[config.mk]
export PLATFORM = sky130hd
export DESIGN_NAME = operand2_sequencer_flat
export DESIGN_NICKNAME = d
export VERILOG_FILES = /design/src/rtl/operand2_sequencer_pkg.sv /design/src/rtl/operand2_sequencer_if.sv /design/src/rtl/operand2_sequencer_shifter.sv /design/src/rtl/operand2_sequencer.sv /design/src/flat_wrapper.sv
export SDC_FILE = /design/constraint.sdc
export NUM_CORES = 1
export LEC_CHECK = 0
export BUFFER_PORTS_ARGS = -buffer_cell sky130_fd_sc_hd__buf_4
export CORE_MARGIN = 1
export CORE_UTILIZATION = 40
export CTS_BUF_LIST = sky130_fd_sc_hd__clkbuf_2 sky130_fd_sc_hd__clkbuf_4 sky130_fd_sc_hd__clkbuf_8
export DETAILED_ROUTE_END_ITERATION = 12
export GPL_ROUTABILITY_DRIVEN = 0
export MAX_ROUTING_LAYER = met4
export PLACE_DENSITY = 0.6
export SKIP_LAST_GASP = 1
export SYNTH_ARGS = -nofsm -noshare
export SYNTH_HDL_FRONTEND = slang
export SYNTH_SLANG_ARGS = --single-unit
[constraint.sdc]
create_clock -name clk -period 1.8 [get_ports clk]
set_input_delay 0.36 -clock clk [delete_from_list [all_inputs] [get_ports clk]]
set_output_delay 0.36 -clock clk [all_outputs]
set_load 0.02 [all_outputs]
[src/rtl/operand2_sequencer_pkg.sv]
// Shared opcode constants, operand-2 select encodings and FSM state type.
// The SHIFT state only exists when OP2_SERIAL_SHIFT_EN is defined.
package op2_pkg;

    localparam logic [3:0] OP_REG_LAST = 4'h3;
    localparam logic [3:0] OP_IMM_LAST = 4'h7;
    localparam logic [3:0] OP_SLL      = 4'h8;
    localparam logic [3:0] OP_SRL      = 4'h9;

    typedef enum logic [1:0] {
        SEL_REG   = 2'b00,
        SEL_IMM   = 2'b01,
        SEL_SHAMT = 2'b10,
        SEL_NONE  = 2'b11
    } sel_e;

`ifdef OP2_SERIAL_SHIFT_EN
    typedef enum logic [1:0] {StIdle = 2'b00, StShift = 2'b01, StOut = 2'b10} state_e;
`else
    typedef enum logic [1:0] {StIdle = 2'b00, StOut = 2'b10} state_e;
`endif

    function automatic sel_e decode_sel(input logic [3:0] op);
        if (op <= OP_REG_LAST) begin
            return SEL_REG;
        end else if (op <= OP_IMM_LAST) begin
            return SEL_IMM;
        end else if ((op == OP_SLL) || (op == OP_SRL)) begin
            return SEL_SHAMT;
        end
        return SEL_NONE;
    endfunction

endpackage

[src/rtl/operand2_sequencer_if.sv]
// Issue-side and ALU-side signals of operand2_sequencer; slave is the sequencer,
// master is whoever issues instructions and consumes operands.
interface operand2_sequencer_if;

    logic        issue_valid;
    logic        issue_ready;
    logic [3:0]  opcode;
    logic [15:0] dout2;
    logic [15:0] ext_immed_addr;
    logic [2:0]  shift_amm;
    logic [1:0]  source2_select;
    logic [15:0] op2_data;
    logic [15:0] shift_result;
    logic        op2_valid;
    logic        op2_ready;
    logic        illegal_op;
    logic        busy;

    modport slave (
        input  issue_valid, opcode, dout2, ext_immed_addr, shift_amm, op2_ready,
        output issue_ready, source2_select, op2_data, shift_result, op2_valid, illegal_op, busy
    );

    modport master (
        output issue_valid, opcode, dout2, ext_immed_addr, shift_amm, op2_ready,
        input  issue_ready, source2_select, op2_data, shift_result, op2_valid, illegal_op, busy
    );

endinterface

[src/rtl/operand2_sequencer_shifter.sv]
// Serial one-bit-per-cycle shifter with a down-counter; used by operand2_sequencer
// only when OP2_SERIAL_SHIFT_EN is defined.
module op2_serial_shifter (
    input  logic        clk_i,
    input  logic        rst_ni,
    input  logic        load_i,
    input  logic        step_i,
    input  logic        dir_right_i,
    input  logic [15:0] data_i,
    input  logic [2:0]  amt_i,
    output logic [15:0] result_o,
    output logic        last_o
);

    logic [15:0] data_q, data_d;
    logic [2:0]  count_q, count_d;
    logic        right_q, right_d;

    always_comb begin
        data_d  = data_q;
        count_d = count_q;
        right_d = right_q;
        if (load_i) begin
            data_d  = data_i;
            count_d = amt_i;
            right_d = dir_right_i;
        end else if (step_i && (count_q != 3'd0)) begin
            data_d  = right_q ? (data_q >> 1) : (data_q << 1);
            count_d = count_q - 3'd1;
        end
    end

    always_ff @(posedge clk_i or negedge rst_ni) begin
        if (!rst_ni) begin
            data_q  <= 16'h0;
            count_q <= 3'd0;
            right_q <= 1'b0;
        end else begin
            data_q  <= data_d;
            count_q <= count_d;
            right_q <= right_d;
        end
    end

    // The step that takes the count from 1 to 0 is the final one.
    assign last_o   = (count_q == 3'd1);
    assign result_o = data_q;

endmodule

[src/rtl/operand2_sequencer.sv]
// Operand-2 sequencer: decodes an issued instruction into a registered operand and
// shift result. Define OP2_SERIAL_SHIFT_EN for serial (multi-cycle) shifts.
module operand2_sequencer
    import op2_pkg::*;
(
    input logic                 clk,
    input logic                 rst_n,
    operand2_sequencer_if.slave bus
);

    state_e      state_q, state_d;
    sel_e        sel_q, sel_d;
    logic [15:0] data_q, data_d;
    logic        illegal_q, illegal_d;

    sel_e        sel_dec;
    logic [15:0] data_dec;
    logic [15:0] shift_result;
    logic        issue_ready;
    logic        accept;
    logic        is_shift;
    logic        shift_right;

    assign sel_dec     = decode_sel(bus.opcode);
    assign is_shift    = (sel_dec == SEL_SHAMT);
    assign shift_right = (bus.opcode == OP_SRL);
    // OUT can hand over to a new instruction in the cycle its result is consumed.
    assign issue_ready = (state_q == StIdle) || ((state_q == StOut) && bus.op2_ready);
    assign accept      = bus.issue_valid && issue_ready;

    always_comb begin
        data_dec = 16'h0;
        case (sel_dec)
            SEL_REG:   data_dec = bus.dout2;
            SEL_IMM:   data_dec = bus.ext_immed_addr;
            SEL_SHAMT: data_dec = {13'b0, bus.shift_amm};
            default:   data_dec = 16'h0;
        endcase
    end

`ifdef OP2_SERIAL_SHIFT_EN
    logic        shift_last;
    logic        start_serial;
    logic [15:0] shift_src;

    assign start_serial = is_shift && (bus.shift_amm != 3'd0);
    assign shift_src    = is_shift ? bus.dout2 : 16'h0;

    op2_serial_shifter u_shifter (
        .clk_i       (clk),
        .rst_ni      (rst_n),
        .load_i      (accept),
        .step_i      (state_q == StShift),
        .dir_right_i (shift_right),
        .data_i      (shift_src),
        .amt_i       (bus.shift_amm),
        .result_o    (shift_result),
        .last_o      (shift_last)
    );
`else
    logic [15:0] sres_q, sres_d;

    always_comb begin
        sres_d = sres_q;
        if (accept) begin
            if (!is_shift) begin
                sres_d = 16'h0;
            end else if (shift_right) begin
                sres_d = bus.dout2 >> bus.shift_amm;
            end else begin
                sres_d = bus.dout2 << bus.shift_amm;
            end
        end
    end

    always_ff @(posedge clk or negedge rst_n) begin
        if (!rst_n) begin
            sres_q <= 16'h0;
        end else begin
            sres_q <= sres_d;
        end
    end

    assign shift_result = sres_q;
`endif

    always_comb begin
        state_d   = state_q;
        sel_d     = sel_q;
        data_d    = data_q;
        illegal_d = 1'b0;
        case (state_q)
`ifdef OP2_SERIAL_SHIFT_EN
            StShift: if (shift_last) state_d = StOut;
`endif
            StOut:   if (bus.op2_ready) state_d = StIdle;
            default: state_d = StIdle;
        endcase
        if (accept) begin
            sel_d  = sel_dec;
            data_d = data_dec;
            if (sel_dec == SEL_NONE) begin
                illegal_d = 1'b1;
                state_d   = StIdle;
            end
`ifdef OP2_SERIAL_SHIFT_EN
            else if (start_serial) begin
                state_d = StShift;
            end
`endif
            else begin
                state_d = StOut;
            end
        end
    end

    always_ff @(posedge clk or negedge rst_n) begin
        if (!rst_n) begin
            state_q   <= StIdle;
            sel_q     <= SEL_REG;
            data_q    <= 16'h0;
            illegal_q <= 1'b0;
        end else begin
            state_q   <= state_d;
            sel_q     <= sel_d;
            data_q    <= data_d;
            illegal_q <= illegal_d;
        end
    end

    assign bus.issue_ready    = issue_ready;
    assign bus.source2_select = sel_q;
    assign bus.op2_data       = data_q;
    assign bus.shift_result   = shift_result;
    assign bus.op2_valid      = (state_q == StOut);
    assign bus.illegal_op     = illegal_q;
    assign bus.busy           = (state_q != StIdle);

endmodule
[src/flat_wrapper.sv]
// flat-port wrapper written by rule: the top's interface ports become plain ports
module operand2_sequencer_flat import op2_pkg::*;
  (clk, rst_n, bus_issue_valid, bus_opcode, bus_dout2, bus_ext_immed_addr, bus_shift_amm, bus_op2_ready, bus_issue_ready, bus_source2_select, bus_op2_data, bus_shift_result, bus_op2_valid, bus_illegal_op, bus_busy);
  operand2_sequencer_if bus_i ();
  input logic clk;
  input logic rst_n;
  input wire logic [$bits(bus_i.issue_valid)-1:0] bus_issue_valid;
  input wire logic [$bits(bus_i.opcode)-1:0] bus_opcode;
  input wire logic [$bits(bus_i.dout2)-1:0] bus_dout2;
  input wire logic [$bits(bus_i.ext_immed_addr)-1:0] bus_ext_immed_addr;
  input wire logic [$bits(bus_i.shift_amm)-1:0] bus_shift_amm;
  input wire logic [$bits(bus_i.op2_ready)-1:0] bus_op2_ready;
  output wire logic [$bits(bus_i.issue_ready)-1:0] bus_issue_ready;
  output wire logic [$bits(bus_i.source2_select)-1:0] bus_source2_select;
  output wire logic [$bits(bus_i.op2_data)-1:0] bus_op2_data;
  output wire logic [$bits(bus_i.shift_result)-1:0] bus_shift_result;
  output wire logic [$bits(bus_i.op2_valid)-1:0] bus_op2_valid;
  output wire logic [$bits(bus_i.illegal_op)-1:0] bus_illegal_op;
  output wire logic [$bits(bus_i.busy)-1:0] bus_busy;
  assign bus_i.issue_valid = bus_issue_valid;
  assign bus_i.opcode = bus_opcode;
  assign bus_i.dout2 = bus_dout2;
  assign bus_i.ext_immed_addr = bus_ext_immed_addr;
  assign bus_i.shift_amm = bus_shift_amm;
  assign bus_i.op2_ready = bus_op2_ready;
  assign bus_issue_ready = bus_i.issue_ready;
  assign bus_source2_select = bus_i.source2_select;
  assign bus_op2_data = bus_i.op2_data;
  assign bus_shift_result = bus_i.shift_result;
  assign bus_op2_valid = bus_i.op2_valid;
  assign bus_illegal_op = bus_i.illegal_op;
  assign bus_busy = bus_i.busy;
  operand2_sequencer u_core (.clk(clk), .rst_n(rst_n), .bus(bus_i));
endmodule
# Word-level counts from Yosys, hierarchy flattened
# Cells that the tools add are included.
# classes
muxes,16
shift,2
n_eq_ne,7
reduce_logical,7
magnitude_cmp,2
# op_table
cell,n
one-hot mux 16 bit (3 select lines),1
two-way mux 16 bit,2
two-way mux 2 bit,8
left shift 16 x 3 -> 16 bit,1
right shift 16 x 3 -> 16 bit,1
"equality test 4 bit, second input constant",2
"equality test 2 bit, second input constant",3
two-way mux 1 bit,5
"<= comparator 4 x 2 -> 1 bit, second input constant",1
"<= comparator 4 x 3 -> 1 bit, second input constant",1
logical NOT 2 bit,2
"inequality test 3 x 2 -> 1 bit, second input constant",1
"equality test 2 x 1 -> 1 bit, second input constant",1
logical AND 1 bit,2
logical OR 1 bit,2
nonzero test 2 bit,1
# totals
output_inout_bits,38
elab_cells,39
reg_bits,37
inputBits,43

# Depth between registers and ports, before layout
# depth
word_depth,9
mapped_depth,7
mapped_depth_nobuf,4

# Worst setup path before layout
# OpenSTA, ideal clock, no wires.
# synth_path
path_type,register to register
from,reg u_core.state_q[1]
to,"reg u_core.sres_q[12], in the netlist u_core.bus.shift_result[12]"
setup_slack_ns,0.137
setup_time_ns,0.126
n_path_buf,1
arrival_ns,1.537
period_less_slack_ns,1.663
path_stages_with_launch,6
required_ns,1.674
path_cell_list,dfrtp_1 > nand2b_1 > nand3_1 > clkbuf_1 > nor3_1 > a221o_1
# synth_between
elab_chain_len,4
word_cells_on_any_way,5
cone_classes,eq/ne (1); reduce/logical (4)
# synth_rtl
item,line,source
from (decl),operand2_sequencer.sv:11,"state_e state_q, state_d;"
from (signal assigned),operand2_sequencer.sv:119,state_q <= StIdle;
from (signal assigned),operand2_sequencer.sv:124,state_q <= state_d;
equality test 2 bit,operand2_sequencer.sv:28,assign issue_ready = (state_q == StIdle) || ((state_q == StOut) && bus.op2_ready);
logical AND 1 bit,operand2_sequencer.sv:28,
logical OR 1 bit (*),operand2_sequencer.sv:28,
named net bus_issue_ready,flat_wrapper.sv:13,output wire logic [$bits(bus_i.issue_ready)-1:0] bus_issue_ready;
logical AND 1 bit (*),operand2_sequencer.sv:29,assign accept = bus.issue_valid && issue_ready;
to (signal assigned),operand2_sequencer.sv:80,sres_q <= sres_d;
to (decl),operand2_sequencer.sv:61,"logic [15:0] sres_q, sres_d;"
# The timed path passes the listed nets; every way through them passes the cells marked *.
# A chain may end at the register's enable or synchronous reset.

# Worst setup path after layout
# layout_path
from,reg u_core.state_q[1]
to,"reg u_core.sres_q[0], in the netlist u_core.bus.shift_result[0]"
# layout_between
elab_chain_len,4
word_cells_on_any_way,5
cone_classes,eq/ne (1); reduce/logical (4)
# layout_rtl
item,line
equality test 2 bit,operand2_sequencer.sv:28
logical AND 1 bit,operand2_sequencer.sv:28
logical OR 1 bit (*),operand2_sequencer.sv:28
logical AND 1 bit (*),operand2_sequencer.sv:29
# Mark *: on every way between the ends. The rest lies on a longest branch, timed or not.

==> impl_summary.md <==
Global routing
Global routing consumed, on the met1 layer, 34.1% of the routing resources. The met3 track utilization from global routing is 3.62%. The number of global-route vias before repair is between 2000 and 3000.

The total routing usage reported by global routing is roughly 25%. The met2 track demand over resource in global routing is between 30% and 40%. Global routing finished with a remaining overflow of 0. The initial antenna violation count is 0. Entering global routing, the biggest net connects 37 pins. The global-route wire length before repair is 13900 µm. The layer flagged by global routing as most heavily used is met2.

Synthesis
Among all flip-flop cells after synthesis, the most frequent one is sky130_fd_sc_hd__dfrtp_1. The average instance area after synthesis is 10.5 µm². Ranked by instance count, the synthesized netlist is headed by sky130_fd_sc_hd__mux2i_1, sky130_fd_sc_hd__dfrtp_1, sky130_fd_sc_hd__nand2_1. The sequential fraction of the synthesis area is roughly a third. By area the synthesized netlist is led by sky130_fd_sc_hd__dfrtp_1, sky130_fd_sc_hd__mux2i_1, sky130_fd_sc_hd__mux4_2, sky130_fd_sc_hd__mux4_1, sky130_fd_sc_hd__nand2_1. The share of flip-flops with an asynchronous set or reset is 100%.

The register bit total from synthesis is 36. After technology mapping, the gate count stands at roughly 270. Yosys printed 0 warnings. When the netlist entered floorplanning its net count stood at roughly 320. The fraction of synthesized cell area taken by the top area cell type is 31.4%. The number of distinct library cells after synthesis is 48. Yosys mapped a number of flops with a built-in enable equal to 0.

The synthesized netlist occupies a cell area of between 0.002 and 0.003 mm². The cell taking the most area after synthesis is sky130_fd_sc_hd__dfrtp_1. The library cell with the highest instance count after synthesis is sky130_fd_sc_hd__mux2i_1.

Power
In this run the power density over the cells is 663 mW/mm². The total leakage power is 1.77 nW. The largest vdd supply drop is 345 µV.

The total power draw is about 2.5 mW.

Critical path
The depth of the most critical reg-to-reg path is 5. Along the worst path, the maximum fanout reaches 7. The setup slack on the worst flop-to-flop path is 0.19 ns. On the worst path, the slowest cell contributes a delay of 0.40 ns. The reg-to-reg startpoint is u_core.state_q[1].

The worst setup path is captured at a flop. The critical path start-end classification is reg2reg. At the worst endpoint, the arrival time is 1.84 ns. In this run the critical register-to-register path is captured at u_core.bus.shift_result[0]. The worst setup path is launched from a flop. The required arrival time at the worst endpoint is 2.03 ns. The slowest cell on the critical path is sky130_fd_sc_hd__dfrtp_1. The signal on the critical path passes through nand2b_1 -> nand3_1 -> buf_4 -> a2111oi_1 -> a211o_1.

Clock tree
Hold repair after CTS inserted 0 buffers. TritonCTS built the clock tree. The clock buffer count from CTS is 5. The H-tree was split into 2 levels.

Clock-pin slew was measured on the worst setup and hold paths at 0.07 ns. The library cell used as clock root buffer is sky130_fd_sc_hd__clkbuf_8. The clock passes through at most 2 buffers. The clock reaches the later pin of the worst-skew pair after 0.29 ns. The number of gates resized after CTS was 0. The total number of clock tree sinks is 36.

The buffer count from post-CTS setup fixing is 0.

Routing
For this run, design rule violations remaining after detail routing come to 0. After detailed routing, the total wire length is 8560 µm. The count of nets left with antenna violations once routing finished came out at 0. After detailed routing, the average wire length per cell comes to 18.9 µm. The number of design-rule violations left by the first detailed-router iteration is 222. The total vias in the final route is 2676.

The via count normalized by instance count is 5.92. The number of detailed-route iterations in the first pass is 5.

Timing
Setup repair after global routing left no endpoint under its margin. Timing would allow up to 623 MHz. At the pin with the least slew margin, the transition time is roughly 0.47 ns. The clock skew after layout is 0.00252 ns.

Dividing the final minimum period by the clock period gives 89.2%. Setup violations remaining at the end of the flow were counted as 0. The number of hold-slack violations in the final timing report came to 0. The post-route worst hold slack is 0.0238 ns.

The worst pin sits at a relative slew slack of 68.4%. The final count of pins violating max slew was 0. The worst path in the final design needs a cycle of 1.61 ns, including I/O delays and setup.

Job
Max-cap violations in this run came to 0.

Floorplan
The overall die area is 0.00751 mm². The number of placement rows is 30. During I/O placement, the number of pins put on the boundary was 81. The horizontal extent of the die is 86.7 µm. The die is 86.7 µm tall. The initial cell density of the core is 41.7%. The standard cell core area is 0.00687 mm².

Layout
The ratio of cells with drive above 1 in the final layout is 38.6%. The net count of the finished layout is 397. The synthesis-to-layout area growth is 30.0%.

Run status
The flow ran to the end, and the final reports show no timing, DRC or antenna violations.

Placed design
Input and output buffers added on the ports amount to 80. The half-perimeter wire length after placement is 6550 µm.

Hold path
The type of the worst min-delay path is in2async.
[flip-flops by register name (all words and copies together) (netlist names)]
| name | flops |
|---|---|
| u_core.bus.source2_select | 2 |
| u_core.bus.shift_result | 16 |
| u_core.bus.illegal_op | 1 |
| u_core.state_q | 1 |
| u_core.bus.op2_data | 16 |
[layout make-up]
cell class	instances	area [µm²]
sequential	36	901
inverter	3	11.3
clock inverter	2	35.0
tap	96	120
fill	646	3140
clock buffer	6	76.3
multi-input combinational	206	1780
timing repair buffer	102	803
antenna	1	2.50
[how the worst max path moves through the flow]
stage	endpoint	from	cells past startpoint	slack, ns
detailed placement	u_core.bus.shift_result[7]	bus_shift_amm[0]	6	-0.01
floorplan	u_core.bus.shift_result[12]	u_core.state_q[1]	5	0.14
CTS	u_core.bus.shift_result[0]	u_core.state_q[1]	5	0.18
finish	u_core.bus.shift_result[0]	u_core.state_q[1]	5	0.19
global route	u_core.bus.shift_result[0]	u_core.state_q[1]	5	0.04
global placement	u_core.bus.shift_result[7]	bus_shift_amm[0]	6	-0.03
[critical path, delay by kind of cell, from the launching register on]
family / cells / cell delay [ns]
buffers and inverters: 1 / 0.23
AND/OR/NAND/NOR: 2 / 0.40
AO/OA/AOI/OAI: 2 / 0.51
flip-flops: 1 / 0.40
[routing by layer]
layer  vias to the layer above  share of wire (%)
li1                       1225                  -
met1                      1319                 45
met2                       114                 48
met3                        18                4.8
met4                         0                2.1
met5                         -                  0
[stage by stage]
stage | instances | utilization, % | TNS (ns) | setup WS [ns] | area (µm²)
global placement | 443 | 52.6 | -0.0317 | -0.0317 | 3610
CTS | 451 | 54.2 | 0 | 0.181 | 3730
detailed placement | 443 | 52.6 | -0.0133 | -0.0133 | 3610
floorplan | 272 | - | 0 | 0.137 | 2870
finish | 452 | 54.3 | 0 | 0.195 | 3730
global route | 451 | 54.2 | 0 | 0.0414 | 3730
[power breakdown]
group / switching, mW / total [mW] / leakage [nW] / internal, mW
combinational: 0.442 / 0.826 / 1.23 / 0.383
clock: 0.305 / 0.731 / 0.0586 / 0.426
sequential: 0.0387 / 0.916 / 0.477 / 0.877
total: 0.786 / 2.47 / 1.77 / 1.69
[cells by family after synthesis]
group	share of synthesized area [%]
mux	33.7
flops	31.4
simple gates	12.2
buf+inv	6.54
compound gates	16.1
[placed cells by master, fill, tap and decap left out, types with 4 or more instances in the layout]
cell type                  count
sky130_fd_sc_hd__a32o_1        4
sky130_fd_sc_hd__o31ai_1      14
sky130_fd_sc_hd__mux2_2        8
sky130_fd_sc_hd__o21ai_0       7
sky130_fd_sc_hd__a21oi_1       9
sky130_fd_sc_hd__mux2i_1      43
sky130_fd_sc_hd__dfrtp_1      36
sky130_fd_sc_hd__mux4_1        5
sky130_fd_sc_hd__a31oi_1       4
sky130_fd_sc_hd__nor2_1       16
sky130_fd_sc_hd__buf_4        99
sky130_fd_sc_hd__nor3_1        4
sky130_fd_sc_hd__nand3_1       7
sky130_fd_sc_hd__o211ai_1      4
sky130_fd_sc_hd__clkbuf_8      5
sky130_fd_sc_hd__mux4_2       14
sky130_fd_sc_hd__nand2_1      31
No activity file was read; power rests on OpenSTA's default activity.
